**src/rtl/axi_stream_strip_header_if.sv**
```systemverilog
// Bundles the input stream, payload stream and header side channel of the header stripper.
// master = traffic source/sink side, slave = the stripping stage itself.
interface axi_stream_strip_header_if #(
    parameter int DATA_WD = 32
);
    localparam int DATA_BYTE_WD = DATA_WD / 8;
    localparam int LEN_WD       = $clog2(DATA_BYTE_WD) + 1;

    logic                    valid_in;
    logic [DATA_WD-1:0]      data_in;
    logic [DATA_BYTE_WD-1:0] keep_in;
    logic                    last_in;
    logic                    ready_in;
    logic [LEN_WD-1:0]       hdr_len;

    logic                    valid_out;
    logic [DATA_WD-1:0]      data_out;
    logic [DATA_BYTE_WD-1:0] keep_out;
    logic                    last_out;
    logic                    ready_out;

    logic                    valid_hdr;
    logic [DATA_WD-1:0]      hdr_data;
    logic [DATA_BYTE_WD-1:0] hdr_keep;
    logic                    ready_hdr;
    logic                    err_short;

    modport master (
        output valid_in, data_in, keep_in, last_in, hdr_len, ready_out, ready_hdr,
        input  ready_in, valid_out, data_out, keep_out, last_out,
               valid_hdr, hdr_data, hdr_keep, err_short
    );

    modport slave (
        input  valid_in, data_in, keep_in, last_in, hdr_len, ready_out, ready_hdr,
        output ready_in, valid_out, data_out, keep_out, last_out,
               valid_hdr, hdr_data, hdr_keep, err_short
    );
endinterface

```
**src/rtl/axi_stream_strip_header.sv**
```systemverilog
// Strips the first hdr_len bytes of each packet onto a right-aligned header channel and
// re-packs the remaining payload MSB-first; 1-cycle latency, output/header held until accepted.
module axi_stream_strip_header #(
    parameter int DATA_WD      = 32,
    parameter int DATA_BYTE_WD = DATA_WD / 8
) (
    input  logic                       clk,
    input  logic                       rst_n,
    axi_stream_strip_header_if.slave   bus
);
    localparam int W  = DATA_BYTE_WD;
    localparam int LW = $clog2(W) + 1;
    localparam int SW = $clog2(DATA_WD) + 1;
    localparam logic [LW-1:0] W_L = LW'(W);

    typedef enum logic [1:0] {IDLE, BODY, FLUSH} state_t;

    state_t             state;
    logic [LW-1:0]      n_q;
    logic [DATA_WD-1:0] res_dat;
    logic [W-1:0]       res_keep;

    logic [DATA_WD-1:0] in_dat;
    logic [LW-1:0]      k_in;
    logic [LW-1:0]      n_in;
    logic [LW-1:0]      n_cur;
    logic [LW-1:0]      r_cur;
    logic [LW-1:0]      hc;
    logic [SW-1:0]      sh_n;
    logic [SW-1:0]      sh_r;
    logic [SW-1:0]      sh_hc;
    logic [DATA_WD-1:0] data_tail;
    logic [DATA_WD-1:0] data_head;
    logic [DATA_WD-1:0] hdr_dat;
    logic [W-1:0]       keep_tail;
    logic [W-1:0]       keep_head;
    logic [W-1:0]       hdr_k;
    logic               tail_any;
    logic               out_free;
    logic               hdr_free;
    logic               rdy;
    logic               accept;

    always_comb begin
        in_dat = '0;
        k_in   = '0;
        // Bytes outside keep are zeroed so every shifted view below carries clean padding.
        for (int i = 0; i < W; i++) begin
            in_dat[8*i +: 8] = bus.data_in[8*i +: 8] & {8{bus.keep_in[i]}};
            k_in = k_in + LW'(bus.keep_in[i]);
        end
    end

    always_comb begin
        n_in      = (bus.hdr_len == '0 || bus.hdr_len > W_L) ? W_L : bus.hdr_len;
        n_cur     = (state == IDLE) ? n_in : n_q;
        r_cur     = W_L - n_cur;
        hc        = (k_in < n_cur) ? k_in : n_cur;
        sh_n      = {n_cur, 3'b000};
        sh_r      = {r_cur, 3'b000};
        sh_hc     = {W_L - hc, 3'b000};
        data_tail = in_dat << sh_n;
        data_head = in_dat >> sh_r;
        hdr_dat   = in_dat >> sh_hc;
        keep_tail = bus.keep_in << n_cur;
        keep_head = bus.keep_in >> r_cur;
        hdr_k     = ~({W{1'b1}} << hc);
        tail_any  = (keep_tail != '0);
    end

    always_comb begin
        out_free = !bus.valid_out || bus.ready_out;
        hdr_free = !bus.valid_hdr || bus.ready_hdr;
        rdy      = 1'b0;
        case (state)
            IDLE:    rdy = out_free && hdr_free;
            BODY:    rdy = out_free;
            default: rdy = 1'b0;
        endcase
        accept = bus.valid_in && rdy;
    end

    assign bus.ready_in = rdy;

    always_ff @(posedge clk or negedge rst_n) begin
        if (!rst_n) begin
            state         <= IDLE;
            n_q           <= '0;
            res_dat       <= '0;
            res_keep      <= '0;
            bus.valid_out <= 1'b0;
            bus.data_out  <= '0;
            bus.keep_out  <= '0;
            bus.last_out  <= 1'b0;
            bus.valid_hdr <= 1'b0;
            bus.hdr_data  <= '0;
            bus.hdr_keep  <= '0;
            bus.err_short <= 1'b0;
        end else begin
            bus.err_short <= 1'b0;
            if (bus.valid_out && bus.ready_out) begin
                bus.valid_out <= 1'b0;
                bus.data_out  <= '0;
                bus.keep_out  <= '0;
                bus.last_out  <= 1'b0;
            end
            if (bus.valid_hdr && bus.ready_hdr) begin
                bus.valid_hdr <= 1'b0;
                bus.hdr_data  <= '0;
                bus.hdr_keep  <= '0;
            end
            case (state)
                IDLE: if (accept) begin
                    n_q           <= n_cur;
                    bus.valid_hdr <= 1'b1;
                    bus.hdr_data  <= hdr_dat;
                    bus.hdr_keep  <= hdr_k;
                    res_dat       <= data_tail;
                    res_keep      <= keep_tail;
                    if (!bus.last_in) begin
                        state <= BODY;
                    end else if (k_in < n_cur) begin
                        bus.err_short <= 1'b1;
                    end else if (k_in > n_cur) begin
                        bus.valid_out <= 1'b1;
                        bus.data_out  <= data_tail;
                        bus.keep_out  <= keep_tail;
                        bus.last_out  <= 1'b1;
                    end
                end
                BODY: if (accept) begin
                    // Residue fills the MSB side, the head of the new beat completes it.
                    bus.valid_out <= 1'b1;
                    bus.data_out  <= res_dat | data_head;
                    bus.keep_out  <= res_keep | keep_head;
                    bus.last_out  <= bus.last_in && !tail_any;
                    res_dat       <= data_tail;
                    res_keep      <= keep_tail;
                    if (bus.last_in) begin
                        state <= tail_any ? FLUSH : IDLE;
                    end
                end
                FLUSH: if (out_free) begin
                    bus.valid_out <= 1'b1;
                    bus.data_out  <= res_dat;
                    bus.keep_out  <= res_keep;
                    bus.last_out  <= 1'b1;
                    state         <= IDLE;
                end
                default: state <= IDLE;
            endcase
        end
    end
endmodule

```
**src/flat_wrapper.sv**
```systemverilog
// flat-port wrapper written by rule: the top's interface ports become plain ports
module axi_stream_strip_header_flat 
#(
    parameter int DATA_WD      = 32,
    parameter int DATA_BYTE_WD = DATA_WD / 8
)
  (clk, rst_n, bus_valid_in, bus_data_in, bus_keep_in, bus_last_in, bus_hdr_len, bus_ready_out, bus_ready_hdr, bus_ready_in, bus_valid_out, bus_data_out, bus_keep_out, bus_last_out, bus_valid_hdr, bus_hdr_data, bus_hdr_keep, bus_err_short);
  axi_stream_strip_header_if #(.DATA_WD(DATA_WD)) bus_i ();
  input  logic clk;
  input  logic rst_n;
  input wire logic [$bits(bus_i.valid_in)-1:0] bus_valid_in;
  input wire logic [$bits(bus_i.data_in)-1:0] bus_data_in;
  input wire logic [$bits(bus_i.keep_in)-1:0] bus_keep_in;
  input wire logic [$bits(bus_i.last_in)-1:0] bus_last_in;
  input wire logic [$bits(bus_i.hdr_len)-1:0] bus_hdr_len;
  input wire logic [$bits(bus_i.ready_out)-1:0] bus_ready_out;
  input wire logic [$bits(bus_i.ready_hdr)-1:0] bus_ready_hdr;
  output wire logic [$bits(bus_i.ready_in)-1:0] bus_ready_in;
  output wire logic [$bits(bus_i.valid_out)-1:0] bus_valid_out;
  output wire logic [$bits(bus_i.data_out)-1:0] bus_data_out;
  output wire logic [$bits(bus_i.keep_out)-1:0] bus_keep_out;
  output wire logic [$bits(bus_i.last_out)-1:0] bus_last_out;
  output wire logic [$bits(bus_i.valid_hdr)-1:0] bus_valid_hdr;
  output wire logic [$bits(bus_i.hdr_data)-1:0] bus_hdr_data;
  output wire logic [$bits(bus_i.hdr_keep)-1:0] bus_hdr_keep;
  output wire logic [$bits(bus_i.err_short)-1:0] bus_err_short;
  assign bus_i.valid_in = bus_valid_in;
  assign bus_i.data_in = bus_data_in;
  assign bus_i.keep_in = bus_keep_in;
  assign bus_i.last_in = bus_last_in;
  assign bus_i.hdr_len = bus_hdr_len;
  assign bus_i.ready_out = bus_ready_out;
  assign bus_i.ready_hdr = bus_ready_hdr;
  assign bus_ready_in = bus_i.ready_in;
  assign bus_valid_out = bus_i.valid_out;
  assign bus_data_out = bus_i.data_out;
  assign bus_keep_out = bus_i.keep_out;
  assign bus_last_out = bus_i.last_out;
  assign bus_valid_hdr = bus_i.valid_hdr;
  assign bus_hdr_data = bus_i.hdr_data;
  assign bus_hdr_keep = bus_i.hdr_keep;
  assign bus_err_short = bus_i.err_short;
  axi_stream_strip_header #(.DATA_WD(DATA_WD), .DATA_BYTE_WD(DATA_BYTE_WD)) u_core (.clk(clk), .rst_n(rst_n), .bus(bus_i));
endmodule
```
**config.mk**
```make
export PLATFORM = sky130hd
export DESIGN_NAME = axi_stream_strip_header_flat
export DESIGN_NICKNAME = d
export VERILOG_FILES = /design/src/rtl/axi_stream_strip_header_if.sv /design/src/rtl/axi_stream_strip_header.sv /design/src/flat_wrapper.sv
export SDC_FILE = /design/constraint.sdc
export NUM_CORES = 1
export LEC_CHECK = 0
export CORE_MARGIN = 2
export CORE_UTILIZATION = 25
export CTS_CLUSTER_DIAMETER = 100
export CTS_CLUSTER_SIZE = 25
export DETAILED_ROUTE_END_ITERATION = 12
export HOLD_SLACK_MARGIN = 0.03
export MAX_ROUTING_LAYER = met4
export SYNTH_ARGS = -nofsm -noshare
export SYNTH_HDL_FRONTEND = slang
export SYNTH_SLANG_ARGS = --single-unit
```
**constraint.sdc**
```tcl
create_clock -name clk -period 4.5 [get_ports clk]
set_input_delay 0.9 -clock clk [delete_from_list [all_inputs] [get_ports clk]]
set_output_delay 0.9 -clock clk [all_outputs]
set_load 0.05 [all_outputs]
```
## Yosys cells after proc, flatten, opt, wreduce, memory -nomap -nowiden

Index checks and enable logic that the tools add are counted.

| cells by class | value |
|---|---|
| shifts and indexed selects | 6 |
| equality and inequality tests | 7 |
| div/mod/pow operators | 0 |
| muxes and demuxes | 56 |
| magnitude comparators | 3 |
| reduce and logical (&&, ||, !) cells | 18 |
| add/sub/neg operators | 5 |
| $mul | 0 |
| bitwise gates (word level) | 7 |

Operators by type and width:

| cell | count |
|---|---|
| 32-bit 2-to-1 mux | 10 |
| 32-bit case mux with 3 select lines | 1 |
| 32-bit by 6-bit right shift with 32-bit output | 2 |
| 4-bit 2-to-1 mux | 10 |
| 8-bit AND | 4 |
| 32-bit OR | 1 |
| 32-bit by 6-bit left shift with 32-bit output | 1 |
| 1-bit 2-to-1 mux | 21 |
| 2-bit 2-to-1 mux | 6 |
| 4-bit case mux with 3 select lines | 1 |
| 3-bit 2-to-1 mux | 3 |
| 3-bit by 1-bit adder with 3-bit output | 2 |
| 2-bit by 1-bit inequality test with 1-bit output, second input constant | 3 |
| 1-bit case mux with 3 select lines | 2 |
| 2-bit case mux with 3 select lines | 1 |
| 3-bit subtractor, first input constant | 2 |
| 1-bit logical AND | 5 |
| 5-bit AND reduction | 1 |
| 2-bit inequality test, second input constant | 2 |
| 4-bit NOT | 1 |
| 4-bit OR | 1 |
| 2-bit AND reduction | 2 |
| 4-bit nonzero test | 1 |
| 4-bit by 3-bit left shift with 4-bit output | 1 |
| other kinds (14) | 18 |

| word-level totals | value |
|---|---|
| ROM bits | 0 |
| bits of input ports | 45 |
| latch bits | 0 |
| register bits | 117 |
| logic and storage cells | 114 |
| bits in writable memories | 0 |
| memories kept | 0 |

## Logic depth before layout (Yosys ltp)

| depth | value |
|---|---|
| depth in word-level cells | 10 |
| mapped depth | 22 |
| depth with buffers taken out | 17 |

## Worst setup path before layout

Ideal clock, no wire load.

| path | value |
|---|---|
| path type | input port to flip-flop |
| from | in bus_keep_in[3] |
| to | reg u_core.bus.hdr_data[5] (netlist name) |
| required time | 4.374 ns |
| path slack | -0.240 ns |
| path buffers | 6 |
| data arrival time | 4.614 ns |
| setup time | 0.126 ns |
| cell stages on the path | 21 |
| cells stage by stage | clkbuf_1 > clkbuf_1 > inv_1 > fa_1 > inv_1 > ha_1 > ha_1 > nand3b_1 > nand2_1 > mux2i_2 > inv_2 > buf_2 > buf_2 > ha_1 > ha_1 > nand2_1 > or2_1 > buf_2 > buf_2 > nor2_1 > a221o_1 |

| on the way | value |
|---|---|
| word-level cells in the longest chain between the ends | 7 |
| elaborated cells between the ends (all ways) | 8 |

Ends and longest elaborated chain:

| element | line | RTL |
|---|---|---|
| from (decl) | flat_wrapper.sv:13 | `input wire logic [$bits(bus_i.keep_in)-1:0] bus_keep_in;` |
| 3-bit by 1-bit adder with 3-bit output | axi_stream_strip_header.sv:50 | `k_in = k_in + LW'(bus.keep_in[i]);` |
| 3-bit < comparator | axi_stream_strip_header.sv:58 | `hc = (k_in < n_cur) ? k_in : n_cur;` |
| 3-bit 2-to-1 mux | axi_stream_strip_header.sv:58 |  |
| 3-bit subtractor | axi_stream_strip_header.sv:61 | `sh_hc = {W_L - hc, 3'b000};` |
| 32-bit by 6-bit right shift with 32-bit output (*) | axi_stream_strip_header.sv:64 | `hdr_dat = in_dat >> sh_hc;` |
| 32-bit 2-to-1 mux (*) | axi_stream_strip_header.sv:113 | `IDLE: if (accept) begin` |
| 32-bit 2-to-1 mux (*) | axi_stream_strip_header.sv:112 | `case (state)` |
| to (signal assigned) | axi_stream_strip_header.sv:116 | `bus.hdr_data <= hdr_dat;` |
| to (decl) | axi_stream_strip_header_if.sv:37 | `valid_hdr, hdr_data, hdr_keep, err_short` |

Mark *: on every way between the ends. The rest lies on a longest branch, timed or not.
A chain may end at the register's enable or synchronous reset.

## Final worst setup path

| path | value |
|---|---|
| from | in bus_keep_in[2] |
| to | reg u_core.bus.hdr_data[14] (netlist name) |

| on the way | value |
|---|---|
| word-level cells in the longest chain between the ends | 8 |
| elaborated cells between the ends (all ways) | 9 |

Ends and longest elaborated chain:

| element | line |
|---|---|
| 3-bit by 1-bit adder with 3-bit output (2 in a row) | axi_stream_strip_header.sv:50 |
| 3-bit < comparator | axi_stream_strip_header.sv:58 |
| 3-bit 2-to-1 mux | axi_stream_strip_header.sv:58 |
| 3-bit subtractor | axi_stream_strip_header.sv:61 |
| 32-bit by 6-bit right shift with 32-bit output (*) | axi_stream_strip_header.sv:64 |
| 32-bit 2-to-1 mux (*) | axi_stream_strip_header.sv:113 |
| 32-bit 2-to-1 mux (*) | axi_stream_strip_header.sv:112 |

Marks and branches as above.

==> results.cfg <==
[status]
status = completed

[drt]
post_drt_wl_per_cell_um = 22.2
finalWirelength_mm = 29.5
drt_iter0_drc = 1023
dr.pass1.iters = 8
drc = 0
vias = 7488
vias_per_cell = 5.63
ant_nets = 0

[synthesis]
syn_area_um2 = 7390
syn_nets = 879
synthFlopType = dfrtp_1
syn_inst = 817
synth_area_leaders = dfrtp_1, nand2_1, o21ai_0
ys_warn_count = 0
ys_seq_area_share_pct = 39.6
synthArstFlopShare_pct = 100
yosys.area.top_type = dfrtp_1
synth_seq_cells = 117
avgSynthCellArea_um2 = 9.04
synthDistinctLibCells = 74
yosys.area.top_type_share_pct = 39.6
synth_edf_count = 0

[pwr]
intPower_w = 0.00387
p_switching_w = 0.00360
pwr-share-seq_pct = 22.6
pwr-share-comb_pct = 58.5
power.density_nw_per_um2 = 769
ir_worst_vdd_mv = 0.347
p_leak_nw = 4.07
switching_share_pct = 48.2
pwr-share-clk_pct = 18.9

[clock_network]
clkTransAtPathRegs_ps = 60
htree_levels = 4
cts_sinks = 117
numCtsBuffers = 17
cts_buffer_depth = 2
worstSkewPairLatency_ps = 420
cts_tree = built
cts_setup_buffers = 0
cts_root_buf = clkbuf_16

[floorplan]
io_pins = 122
initial_utilization_pct = 25.5
fp.dieH_um = 176
dieWidth_um = 176
coreArea_um2 = 28900
rows = 62
dieArea_um2 = 30900

[global_route]
antenna_found_initial = 0
grt_pass1_vias = 7086
grt_pass1_wl_mm = 44.9
track_usage_pct = 19.5
grt_overflow = 0
grt_max_degree = 118

[critical_path]
crit_type = in2reg
cp_slowest_cell = clkdlybuf4s50_1
r2r_slack_ps = 710
cpMostUsedCell = ha_1
cp-end-kind = flop
path_cells = clkdlybuf4s50_1 -> inv_1 -> fa_1 -> inv_1 -> ha_1 -> ha_1 -> nand3b_1 -> nand2_2 -> mux2i_2 -> inv_2 -> ha_1 -> ha_1 -> and3_2 -> nand2_1 -> o221ai_1
worstPathRequired_ps = 4830
startpoint_type = input pin
cpPeakStageDelay_ps = 560
crit_arrival_ps = 4510
crit_path_max_fanout = 9

[run]
drv_cap = 0

[sta]
finalMaxSlewViolations = 0
skew_ps = 7.33
hold_viol_final = 0
fin_crit_ps = 4180
relSlewSlack_pct = 49.8
max_freq_mhz = 239
tightest_slew_ps = 750
period_share_pct = 92.9
setup_violations = 0
rsz0062_at_grt = false
holdWs_ps = 479

[finish]
regArea_um2 = 2930
area_growth_pct = 31.6
nFillCells = 2970
design_area_um2 = 9720
nets = 997
multiInputGateArea_um2 = 4090
drive_above_1_share_pct = 12.1
n_antenna_cell = 0

[place]
portBuffers = 121
dp_hpwl_mm = 21.3
place_area_um2 = 9110
gp_congestion = 0.912

[hold_path]
min_path_type = reg2reg
[registers in the layout (all words and copies together) (netlist names)]
signal / flops
u_core.n_q: 3
u_core.state: 2
u_core.bus.hdr_keep: 4
u_core.bus.data_out: 32
u_core.res_dat: 32
u_core.bus.err_short: 1
u_core.bus.valid_out: 1
u_core.bus.valid_hdr: 1
u_core.bus.hdr_data: 32
u_core.bus.keep_out: 4
u_core.res_keep: 4
u_core.bus.last_out: 1
[power by group through the flow]
stage / sequential [W] / clock [W] / combinational (W)
global route: 0.00174 / 0.00147 / 0.00466
CTS: 0.00169 / 0.00142 / 0.00433
floorplan: 0.00231 / 0 / 0.00228
global placement: 0.00169 / 0 / 0.00428
detailed placement: 0.00170 / 0 / 0.00431
finish: 0.00169 / 0.00141 / 0.00437
[final cells by class]
| cell class | instances | share of cell area (%) |
|---|---|---|
| flip-flops and latches | 117 | 30.1 |
| repair buffers | 162 | 16.0 |
| clock buffers | 23 | 4.92 |
| well taps | 384 | 4.94 |
| multi-input cells | 620 | 42.1 |
| clock inverters | 8 | 1.27 |
| inverters | 17 | 0.682 |
[metal layers]
| metal | track usage (%) | wire [um] | vias up |
|---|---|---|---|
| met2 | 27.3 | 12700 | 477 |
| met4 | 6.54 | 934 | 0 |
| met1 | 27.1 | 12700 | 3622 |
| li1 | - | - | 3327 |
| met3 | 5.17 | 3110 | 62 |
| met5 | - | 0 | - |
[synth_stat cells, drive strengths merged, types with 9 or more instances]
library cell	instances
nand2	126
dfrtp	117
o21ai	74
nor2	48
nand3	44
buf	33
a22o	32
a21oi	30
clkbuf	30
mux2i	29
a221o	27
o221ai	19
a22oi	17
a31oi	17
inv	17
ha	16
a222oi	13
mux2	13
nor3	11
o22ai	11
a221oi	9
[layout by cell type (no fill, tap or decap), types with 27 or more instances in the layout]
cell,instances
nand2_1,123
buf_4,40
a221o_1,27
o21ai_0,62
nor2_1,44
a21oi_1,28
nand3_1,44
dfrtp_1,117
a22o_1,32
clkdlybuf4s50_1,119
mux2i_1,28
[cells by family (layout without fill, tap and decap cells)]
kind of cell	Yosys count	after routing	share of synthesized area [%]
xor+xnor	1	1	0.119
compound gates	275	275	26.8
fa+ha+maj	17	17	2.98
flops	117	117	39.6
mux	43	43	6.27
simple gates	284	284	19.0
buf+inv	80	210	5.17
[worst max-delay path: cells and delay by family]
family | cells | cell delay (ps)
adders and majority gates | 5 | 1470
buffers and inverters | 4 | 820
and+or+nand+nor | 4 | 800
AOI/OAI and AO/OA | 1 | 270
muxes | 1 | 250
[stage by stage]
stage | setup WS (ps) | cells | utilization (%) | TNS (ps) | total power [W]
CTS | 254 | 1331 | 33.6 | 0 | 0.00744
floorplan | 12.2 | 817 | - | 0 | 0.00458
global placement | -44.6 | 1300 | 31.5 | -329 | 0.00597
finish | 321 | 1331 | 33.6 | 0 | 0.00747
detailed placement | -178 | 1300 | 31.5 | -1490 | 0.00601
global route | 115 | 1331 | 33.6 | 0 | 0.00787
[what timing repair did]
action | CTS | global route
hold buffers | 0 | 0
resized for setup | 0 | 1
endpoints found under the setup margin | 0 | 2
[path summary, 6_finish.rpt]
| path | from | endpoint | depth (start not counted) |
|---|---|---|---|
| min in group asynchronous | rst_n | u_core.res_dat[26]$_DFFE_PN0P_ | 2 |
| setup reg to reg | u_core.state[0]$_DFFE_PN0P_ | u_core.bus.hdr_data[14]$_DFF_PN0_ | 14 |
| hold reg to reg | u_core.bus.hdr_data[29]$_DFF_PN0_ | u_core.bus.hdr_data[29]$_DFF_PN0_ | 2 |
| setup / recovery | bus_keep_in[2] | u_core.bus.hdr_data[14]$_DFF_PN0_ | 15 |
| max in group asynchronous | rst_n | u_core.bus.hdr_data[31]$_DFF_PN0_ | 2 |
| hold / removal | u_core.bus.hdr_data[29]$_DFF_PN0_ | u_core.bus.hdr_data[29]$_DFF_PN0_ | 2 |
Note: power is estimated with default switching activity, not from simulation.
